### src/rtl/ravenoc_flit_injector.sv
// Transmit end of a router link: one packet command plus a payload stream become
// HEAD/BODY/TAIL flits on a per-VC valid/ready port, one registered flit per cycle.
`timescale 1ns/1ps
module ravenoc_flit_injector #(
    parameter int FLIT_WIDTH = 34,
    parameter int N_VIRT_CHN = 2,
    parameter int X_W        = 2,
    parameter int Y_W        = 2,
    parameter int MAX_SZ_PKT = 256,
    localparam int PKT_W     = $clog2(MAX_SZ_PKT),
    localparam int VC_W      = (N_VIRT_CHN > 1) ? $clog2(N_VIRT_CHN) : 1
) (
    input  logic                  clk_noc,
    input  logic                  arst_noc,
    input  logic                  cmd_valid,
    output logic                  cmd_ready,
    input  logic [VC_W-1:0]       cmd_vc,
    input  logic [X_W-1:0]        cmd_x,
    input  logic [Y_W-1:0]        cmd_y,
    input  logic [PKT_W-1:0]      cmd_len,
    input  logic                  pld_valid,
    output logic                  pld_ready,
    input  logic [FLIT_WIDTH-3:0] pld_data,
    output logic                  send_valid,
    output logic [VC_W-1:0]       send_vc_id,
    output logic [FLIT_WIDTH-1:0] send_fdata,
    input  logic [N_VIRT_CHN-1:0] send_ready,
    output logic                  busy,
    output logic [15:0]           pkt_sent,
    output logic [1:0]            dbg_state
);
    localparam logic [1:0] ST_IDLE  = 2'd0;
    localparam logic [1:0] ST_HEAD  = 2'd1;
    localparam logic [1:0] ST_BODY  = 2'd2;
    localparam logic [1:0] ST_DRAIN = 2'd3;

    localparam logic [1:0] TYPE_HEAD = 2'b00;
    localparam logic [1:0] TYPE_BODY = 2'b01;
    localparam logic [1:0] TYPE_TAIL = 2'b10;

    localparam int HEAD_PAD = FLIT_WIDTH - 2 - X_W - Y_W - PKT_W;

    logic [1:0]            state_q, state_d;
    logic                  send_valid_q, send_valid_d;
    logic [VC_W-1:0]       send_vc_q, send_vc_d;
    logic [FLIT_WIDTH-1:0] send_fdata_q, send_fdata_d;
    logic [PKT_W-1:0]      len_q, len_d;
    logic [PKT_W-1:0]      remain_q, remain_d;
    logic [15:0]           pkt_sent_q, pkt_sent_d;

    logic                  send_hs;
    logic [PKT_W-1:0]      beat_remain;
    logic                  beat_take;

    // Handshakes: a transfer happens on a rising clk_noc edge where valid and ready are both 1;
    // for flits the ready is send_ready[send_vc_id]. A raised valid holds its data until transfer.
    assign send_hs   = send_valid_q && send_ready[send_vc_q];
    assign beat_take = pld_valid && pld_ready;

    always_comb begin
        state_d      = state_q;
        send_valid_d = send_valid_q;
        send_vc_d    = send_vc_q;
        send_fdata_d = send_fdata_q;
        len_d        = len_q;
        remain_d     = remain_q;
        pkt_sent_d   = pkt_sent_q;
        beat_remain  = remain_q;
        cmd_ready    = (state_q == ST_IDLE);
        pld_ready    = 1'b0;

        if (send_hs) begin
            send_valid_d = 1'b0;
        end

        case (state_q)
            ST_IDLE: begin
                if (cmd_valid) begin
                    len_d        = cmd_len;
                    send_vc_d    = cmd_vc;
                    send_valid_d = 1'b1;
                    send_fdata_d = {TYPE_HEAD, cmd_x, cmd_y, cmd_len, {HEAD_PAD{1'b0}}};
                    state_d      = ST_HEAD;
                end
            end
            ST_HEAD: begin
                if (send_hs) begin
                    if (len_q == '0) begin
                        state_d    = ST_IDLE;
                        pkt_sent_d = pkt_sent_q + 16'd1;
                    end else begin
                        // The first beat may refill the register in the head's handoff cycle,
                        // so head and body leave back to back.
                        state_d     = ST_BODY;
                        remain_d    = len_q;
                        beat_remain = len_q;
                        pld_ready   = 1'b1;
                    end
                end
            end
            ST_BODY: begin
                pld_ready = !send_valid_q || send_hs;
            end
            ST_DRAIN: begin
                if (send_hs) begin
                    state_d    = ST_IDLE;
                    pkt_sent_d = pkt_sent_q + 16'd1;
                end
            end
            default: begin
                state_d = ST_IDLE;
            end
        endcase

        if (beat_take) begin
            send_valid_d = 1'b1;
            send_fdata_d = {(beat_remain == PKT_W'(1)) ? TYPE_TAIL : TYPE_BODY, pld_data};
            remain_d     = beat_remain - PKT_W'(1);
            if (beat_remain == PKT_W'(1)) begin
                state_d = ST_DRAIN;
            end
        end
    end

    always_ff @(posedge clk_noc) begin
        if (arst_noc) begin
            state_q      <= ST_IDLE;
            send_valid_q <= 1'b0;
            send_vc_q    <= '0;
            send_fdata_q <= '0;
            len_q        <= '0;
            remain_q     <= '0;
            pkt_sent_q   <= '0;
        end else begin
            state_q      <= state_d;
            send_valid_q <= send_valid_d;
            send_vc_q    <= send_vc_d;
            send_fdata_q <= send_fdata_d;
            len_q        <= len_d;
            remain_q     <= remain_d;
            pkt_sent_q   <= pkt_sent_d;
        end
    end

    assign send_valid = send_valid_q;
    assign send_vc_id = send_vc_q;
    assign send_fdata = send_fdata_q;
    assign busy       = (state_q != ST_IDLE) || send_valid_q;
    assign pkt_sent   = pkt_sent_q;
    assign dbg_state  = state_q;

    // A packet can never hold more than MAX_SZ_PKT flits including its head.
    assert property (@(posedge clk_noc) disable iff (arst_noc)
        (cmd_valid && cmd_ready) |-> (int'(cmd_len) <= MAX_SZ_PKT - 1));

endmodule

### config.mk
export PLATFORM = sky130hd
export DESIGN_NAME = ravenoc_flit_injector
export DESIGN_NICKNAME = d
export VERILOG_FILES = /design/src/rtl/ravenoc_flit_injector.sv
export SDC_FILE = /design/constraint.sdc
export NUM_CORES = 1
export LEC_CHECK = 0
export BUFFER_PORTS_ARGS = -buffer_cell sky130_fd_sc_hd__buf_2
export CAP_MARGIN = 25
export CORE_MARGIN = 5
export CORE_UTILIZATION = 46
export DETAILED_ROUTE_END_ITERATION = 10
export HOLD_SLACK_MARGIN = 0.15
export PLACE_DENSITY = 0.85
export RECOVER_POWER = 25
export SLEW_MARGIN = 40
export SYNTH_ARGS = -nofsm -noshare
export SYNTH_HDL_FRONTEND = slang
export SYNTH_SLANG_ARGS = --single-unit
### constraint.sdc
create_clock -name clk_noc -period 2.2 [get_ports clk_noc]
set_input_delay 0.11 -clock clk_noc [delete_from_list [all_inputs] [get_ports clk_noc]]
set_output_delay 0.11 -clock clk_noc [all_outputs]
set_load 0.01 [all_outputs]
# After elaboration in Yosys (flattened, before gate mapping)
# Index checks and enable logic that the tools add are counted.
# word_totals
out_inout_bits	57
ramBits	0
ff_bits	70
in_bits	51
latchBits	0
n_memories	0
rom_bits	0
wordCells	59
# op_classes
magnitude_cmp	1
n_addsub	2
eq_ne	7
n_mux	28
shift	0
n_reduce_logical	14
div_mod_pow	0
mul	0
bitwise	0
# ops
cell	n
2-to-1 mux 34 bit	3
2-to-1 mux 16 bit	3
2-to-1 mux 8 bit	4
one-hot mux 16 bit (2 select lines)	1
adder 16 x 1 -> 16 bit (second input constant)	1
2-to-1 mux 2 bit	7
equality test 8 x 1 -> 1 bit (second input constant)	1
logical NOT 8 bit	1
2-to-1 mux 1 bit	8
nonzero test 2 bit	4
subtractor 8 x 1 -> 8 bit (second input constant)	1
!= test 2 bit (second input constant)	3
one-hot mux 2 bit (3 select lines)	1
equality test 2 bit (second input constant)	2
AND reduction 2 bit	2
AND reduction 4 bit	1
equality test 2 x 1 -> 1 bit (second input constant)	1
logical AND 1 bit	2
logical NOT 2 bit	1
logical OR 1 bit	2
less-than comparator 1 x 2 -> 1 bit (second input constant)	1
one-hot mux 1 bit (2 select lines)	1
logical NOT 1 bit	1

# Logic depth before layout (Yosys ltp)
# Gate-level depths: netlist (run 1).
# depth
ltp_word	8
ltp_mapped	12
ltp_nobuf	11

# Worst setup path after synthesis (run 1)
# Ideal clock, no wire load.
# synth_path
path_type	register -> register
startpoint	reg state_q[1], in the netlist dbg_state[1]
endpoint	reg remain_q[4]
setup_time_ns	0.124
slack_ns	-0.082
path_stages_with_launch	12
required_time_ns	2.076
t_arrival_ns	2.158
cell_sequence	dfxtp_1 inv_1 ha_1 nand2_1 nor2_1 clkbuf_1 o21ai_0 a22oi_1 ha_1 nand2_1 o41ai_1 o31ai_1
# synth_between
elab_chain_cells	4
word_cells_on_any_way	7
classes_between	1 x add/sub; 2 x eq/ne; 3 x mux; 1 x reduce/logical
# synth_lines
element	line_no	source
start, declared	43	logic [1:0] state_q, state_d;
start signal, assigned	135	state_q <= state_d;
equality test 2 x 1 -> 1 bit or equality test 2 bit (tied branches)	76	case (state_q)
2-to-1 mux 8 bit or one-hot mux 1 bit (2 select lines) (tied branches)	76	
subtractor 8 x 1 -> 8 bit or logical AND 1 bit (tied branches)	118, 58	
2-to-1 mux 8 bit *	115	if (beat_take) begin
end signal, assigned	140	remain_q <= remain_d;
end, declared	48	logic [PKT_W-1:0] remain_q, remain_d;
# Mark *: on every way between the ends. The rest lies on a longest branch, timed or not.
# A chain may end at the register's enable or synchronous reset.

# Final worst setup path (run 1)
# layout_path
startpoint	reg len_q[0]
endpoint	reg pkt_sent_q[12], in the netlist pkt_sent[12]
# layout_between
elab_chain_cells	3
# layout_lines
element	line_no	source
start, declared	47	logic [PKT_W-1:0] len_q, len_d;
start signal, assigned	139	len_q <= len_d;
logical NOT 8 bit	88	if (len_q == '0) begin
!= test 2 bit (no line)	-	
AND reduction 4 bit (no line)	-	
end signal, assigned	141	pkt_sent_q <= pkt_sent_d;
end, declared	49	logic [15:0] pkt_sent_q, pkt_sent_d;
# No other way between the ends.

==> qor.yml, run 1 <==
critical_path:
  crit_path_start: "len_q[0]"
  rr_worst_depth: 6
  slowest_delay_ns: 0.43
  crit_chain: "nor4_2, a31oi_1, buf_4, or3_4, or3_1, a21oi_1"
  timing.rr.end: "pkt_sent[12]"
  cp_data_required_time_ns: 2.47
  path_delay_family: "simple AND/OR/NAND/NOR gates"
  criticalPathCategory: "register to register"
  cp_max_fo: 10
  timing.rr.start: "len_q[0]"
  crit_cells: 6
  reg2reg_slack_ns: 0.12
  cpMaxStageDelayCell: "nor4_2"
  critPathCaptureType: "register"
  startpoint_type: "register"
  worstPathArrival_ns: 2.35
  path_buf_inv: 1
clock_tree:
  cts.sinks: 70
  cts_buffers: 9
  cts_tree: "built"
  worstSkewPairLatency_ns: 0.34
  path_clk_slew_ns: 0.08
  htree_levels: 3
  cts_root_buf: "clkbuf_8"
  cts_max_path_buffers: 2
routing:
  ant_nets: 0
  drt-initial-drc-count: 396
  wl_met1_um: 4500
  wl_per_cell_um: 16.5
  drt-total-wl_um: 11300
  viasPerCell: 5.78
  top_layer: "met4"
  dr_total_vias: 3956
  wl_met3_um: 1060
  wl_met2_um: 5450
  drc: 0
  drt_pass1_iterations: 5
global_routing:
  grt_pass1_vias: 3659
  antenna_found_initial: 0
  grt-ovfl-total: 0
  grt_usage: 0.243
  grt_start_max_net_pins: 50
  grt_pass1_wl_um: 17500
sta:
  rsz0062_at_grt: "false"
  skew_ns: 0.0116
  tightest_slew_ns: 0.573
  relSlewSlack: 0.608
  hold_viol: 0
  whs_ns: 0.182
  fmax_mhz: 480
  setup_viol: 0
  maxSlewViolCount: 0
  fin_crit_sh: 0.946
  fin_setup_tns_ns: 0
  period_needed_ns: 2.08
logic_synthesis:
  synth-seq-cells: 70
  synth_nets: 479
  yosysTopAreaCellShare: 0.418
  synth_edf_count: 0
  yosysSeqAreaShare: 0.418
  ys_warn_count: 0
  netlist_area_sq_um: 3350
  avgSynthCellArea_sq_um: 7.99
  synthCells: 420
  yosys.area.top_type: "dfxtp_1"
  ys_types: 53
  synth.area.top_cells: "dfxtp_1 42%, nand2_1 8.6%, a21oi_1 6.0%"
  async_flop_share: 0
  synth_flop_cell: "dfxtp_1"
worst_hold_path:
  hold_path_class: "input pin to register"
  hold_end: "remain_q[0]"
  min_from: "arst_noc"
  min_path_cells: 2
flow_run:
  cap_violations: 0
place:
  dpl_cell_area_sq_um: 4080
  portBuffers: 107
  routabilityCongestion: 0.968
  dp_hpwl_um: 7080
cells_and_area:
  layout_common_cells: "76 x nand2_1, 76 x buf_2, 69 x dfxtp_1, 45 x dlygate4sd3_1, 40 x a21oi_1"
  finalNetCount: 640
  drive_gt1_frac: 0.235
  fin_area_sq_um: 4840
  layout-area-overhead-vs-synth_pct: 44.2
  n_antenna_cell: 0
floorplanning:
  std_cell_rows: 31
  die-area_sq_um: 9100
  fp.dieH_um: 95.4
  core_area_sq_um: 7180
  io_pins: 108
  die_w_um: 95.4
  start_util: 0.467
run_status:
  status: "completed"
power:
  power.density_nw_per_um2: 605
  power_uw: 2930
  leakage_uw: 0.00190
  ir_drop_mv: 0.492
kinds of logic (layout without fill, tap and decap cells):
group                      Yosys count  in the layout  share of synthesized area
adders and majority gates            8              8                     0.0298
DFF                                 70             70                      0.418
xor gates and xnor gates            11             11                     0.0287
muxes                                4              4                     0.0123
buffers and inverters               35            201                     0.0436
and+or+nand+nor                    193            193                      0.278
AOI/OAI and AO/OA                   99             99                      0.190
sequential cells by signal, summed over array words and instances (netlist names):
signal / flops
send_vc_id: 1
len_q: 8
remain_q: 8
pkt_sent: 16
send_valid: 1
send_fdata: 34
dbg_state: 2
power by group:
group / switching [uW] / internal (uW)
clock: 495 / 642
sequential: 33.8 / 1300
combinational: 249 / 204
timing repair:
action | in CTS | in global routing
buffers inserted | 1 | 3
pin swaps | 1 | 5
hold buffers | 45 | 0
hold endpoints to repair | 41 | 0
gates resized for setup | 4 | 14
cloned | 0 | 1
setup endpoints to repair | 5 | 37
stage by stage:
stage	cells	setup WS (ns)	util
detailed placement	619	-0.0549	0.568
floorplan	420	0.0241	-
finish	685	0.118	0.674
CTS	681	0.0111	0.664
global placement	619	0.0926	0.568
global route	685	0.0195	0.674
worst reg2reg max path, stage by stage (launching register included):
cell     delay (ns)
dfxtp_1        0.32
nor4_2         0.43
a31oi_1        0.18
buf_4          0.20
or3_4          0.39
or3_1          0.32
a21oi_1        0.17
cells in the mapped netlist (all sizes together), types with 2 or more instances:
library cell / instances
a211oi: 4
a21boi: 2
a21o: 2
a21oi: 40
a22oi: 2
a311oi: 12
a31oi: 5
a32oi: 2
and2: 6
and3: 2
and4: 2
buf: 7
clkbuf: 19
dfxtp: 70
ha: 8
inv: 9
mux2i: 3
nand2: 77
nand2b: 2
nand3: 29
nand4: 5
nor2: 33
nor2b: 2
nor3: 7
nor3b: 3
nor4: 10
o2111ai: 2
o21ai: 14
o221a: 2
o31ai: 3
or2: 3
or3: 7
or4: 3
xnor2: 10
area by class of cell:
type / count / area [sq um]
clock buffer: 9 / 124
clock inverter: 7 / 95.1
fill: 570 / 2340
inverter: 9 / 33.8
multi-input combinational: 315 / 1890
sequential: 70 / 1400
tap: 99 / 124
timing repair buffer: 176 / 1170
worst max-delay path by stage:
stage | slack [ns] | to
6_report | 0.12 | pkt_sent[12]
5_1_grt | 0.02 | send_fdata[22]
3_5_place_dp | -0.05 | remain_q[4]
4_1_cts | 0.01 | send_fdata[32]
2_1_floorplan | 0.02 | remain_q[4]
3_3_place_gp | 0.09 | remain_q[4]
routing by layer:
metal / global-route usage / vias to the layer above
li1: - / 1829
met1: 0.305 / 1830
met2: 0.397 / 255
met3: 0.0600 / 42
met4: 0.107 / 0
met5: 0 / -
No activity file was read; power rests on OpenSTA's default activity.
==> run 2, diff against run 1 <==
--- a/config.mk
+++ b/config.mk
@@ -13,6 +13,7 @@
 export HOLD_SLACK_MARGIN = 0.15
 export PLACE_DENSITY = 0.85
 export RECOVER_POWER = 25
+export SKIP_CTS_REPAIR_TIMING = 1
 export SLEW_MARGIN = 40
 export SYNTH_ARGS = -nofsm -noshare
 export SYNTH_HDL_FRONTEND = slang
==> constraint.sdc (replaced) <==
create_clock -name clk_noc -period 1.9 [get_ports clk_noc]
set_input_delay 0.095 -clock clk_noc [delete_from_list [all_inputs] [get_ports clk_noc]]
set_output_delay 0.095 -clock clk_noc [all_outputs]
set_load 0.01 [all_outputs]
==> qor.yml, run 2 (synthesized netlist as in run 1, its figures left out) <==
run_status:
  status: "finished with violations"
  violations: "setup timing"
sta:
  period_needed_ns: 2.05
  setup_viol: 24
  setup_ws_ns: -0.151
  rsz0062_at_grt: "true"
  tightest_slew_ns: 0.499
  fmax_mhz: 487
  fin_crit_sh: 1.08
  maxSlewViolCount: 0
  skew_ns: 0.0141
  relSlewSlack: 0.665
  hold_viol: 0
  whs_ns: 0.323
critical_path:
  worstPathArrival_ns: 2.27
  cp_data_required_time_ns: 2.12
  critPathCaptureType: "register"
  crit_path_start: "len_q[7]"
  startpoint_type: "register"
  rr_worst_depth: 8
  criticalPathCategory: "register to register"
  reg2reg_slack_ns: -0.15
  cp_max_fo: 7
  timing.rr.start: "len_q[7]"
  timing.rr.end: "send_fdata[22]"
routing:
  viasPerCell: 6.18
  drt_pass1_iterations: 5
  dr_total_vias: 4447
  wl_met1_um: 5270
  ant_nets: 0
  wl_met2_um: 6950
  top_layer: "met4"
  drt-initial-drc-count: 627
  wl_per_cell_um: 20.2
  wl_met3_um: 1460
  drc: 0
  drt-total-wl_um: 14500
floorplanning:
  die_w_um: 95.4
  fp.dieH_um: 95.4
  io_pins: 108
  die-area_sq_um: 9100
  core_area_sq_um: 7180
  std_cell_rows: 31
  start_util: 0.467
cells_and_area:
  finalNetCount: 675
  layout_commonest_cell: "buf_2"
  n_antenna_cell: 0
  layout_common_cells: "86 x buf_2, 70 x nand2_1, 65 x dfxtp_1, 47 x buf_4, 46 x dlygate4sd3_1"
  layout-area-overhead-vs-synth_pct: 63.7
  fillCellCount: 445
  largest_register_ffs: 34
  finalNonFillerCells: 719
  drive_gt1_frac: 0.377
power:
  power.density_nw_per_um2: 626
  p_clk_frac: 0.351
  p_sw_uw: 992
  power_frac_comb: 0.198
  leakage_uw: 0.00222
  seq_power_share: 0.451
  p_int_uw: 2450
  swShare: 0.289
  ir_drop_mv: 0.575
global_routing:
  grt_pass1_vias: 3659
  grt_start_max_net_pins: 50
  grt-ovfl-total: 0
  antenna_found_initial: 0
  grt_pass1_wl_um: 16800
  grt_usage: 0.231
worst_hold_path:
  hold_end: "send_vc_id"
  hold_path_class: "input pin to register"
  min_from: "cmd_valid"
  min_path_cells: 5
clock_tree:
  cts.sinks: 70
  worstSkewPairLatency_ns: 0.35
  cts_buffers: 9
  cts_tree: "built"
  cts_max_path_buffers: 2
  cts_root_buf: "clkbuf_8"
  path_clk_slew_ns: 0.08
  htree_levels: 3
flow_run:
  cap_violations: 0
place:
  dp_hpwl_um: 7650
  placedCellCount: 648
  routabilityCongestion: 0.917
  portBuffers: 107
==> run 2: cell types whose count changed in the layout (fill, tap and decap cells not counted), moves of 6 or more <==
cell / before / now
buf_4: 21 / 47
clkbuf_1: 31 / 22
buf_2: 76 / 86
nand2_1: 76 / 70
==> run 2: layout make-up <==
class                   count  area, sq um  share of cell area
flip-flops and latches     70         1420               0.258
multi-input cells         315         2210               0.402
well taps                  99          124              0.0226
clock buffers              11          141              0.0257
clock inverters             4         46.3             0.00843
repair buffers            211         1520               0.277
inverters                   9         36.3             0.00661
==> run 2: per-stage QoR <==
step / util / setup WS, ns / TNS, ns / power, uW / instance area [sq um]
finish: 0.765 / -0.151 / -1.05 / 3440 / 5490
global route: 0.765 / -0.185 / -3.10 / 3540 / 5490
CTS: 0.639 / -0.150 / -3.86 / 3240 / 4590
detailed placement: 0.613 / -0.127 / -2.75 / 2060 / 4400
global placement: 0.613 / -0.0937 / -0.682 / 2050 / 4400
floorplan: - / -0.0363 / -0.406 / 1830 / 3460
==> run 2: how the worst max path moves through the flow <==
stage	to	slack [ns]
2_1_floorplan	remain_q[4]	-0.04
3_3_place_gp	remain_q[3]	-0.09
3_5_place_dp	send_fdata[2]	-0.13
4_1_cts	send_fdata[2]	-0.15
5_1_grt	pkt_sent[15]	-0.19
6_report	send_fdata[22]	-0.15
==> run 2: routing by layer <==
layer,track usage,vias up
li1,-,1893
met1,0.293,2098
met2,0.385,368
met3,0.0537,88
met4,0.0818,0
met5,0,-
==> run 2: power by group through the flow <==
stage,clock network [uW],registers [uW],logic (uW)
3_5_place_dp,0,1570,488
4_1_cts,1210,1540,490
2_1_floorplan,0,1590,236
5_1_grt,1270,1550,715
3_3_place_gp,0,1570,482
6_report,1210,1550,679
==> run 2: critical path: stages, from the launching register on <==
cell      delay, ns
dfxtp_2        0.35
nor4_4         0.37
buf_4          0.22
nand2_4        0.09
a32oi_4        0.21
buf_12         0.17
buf_12         0.14
nor2_1         0.04
a311oi_1       0.32
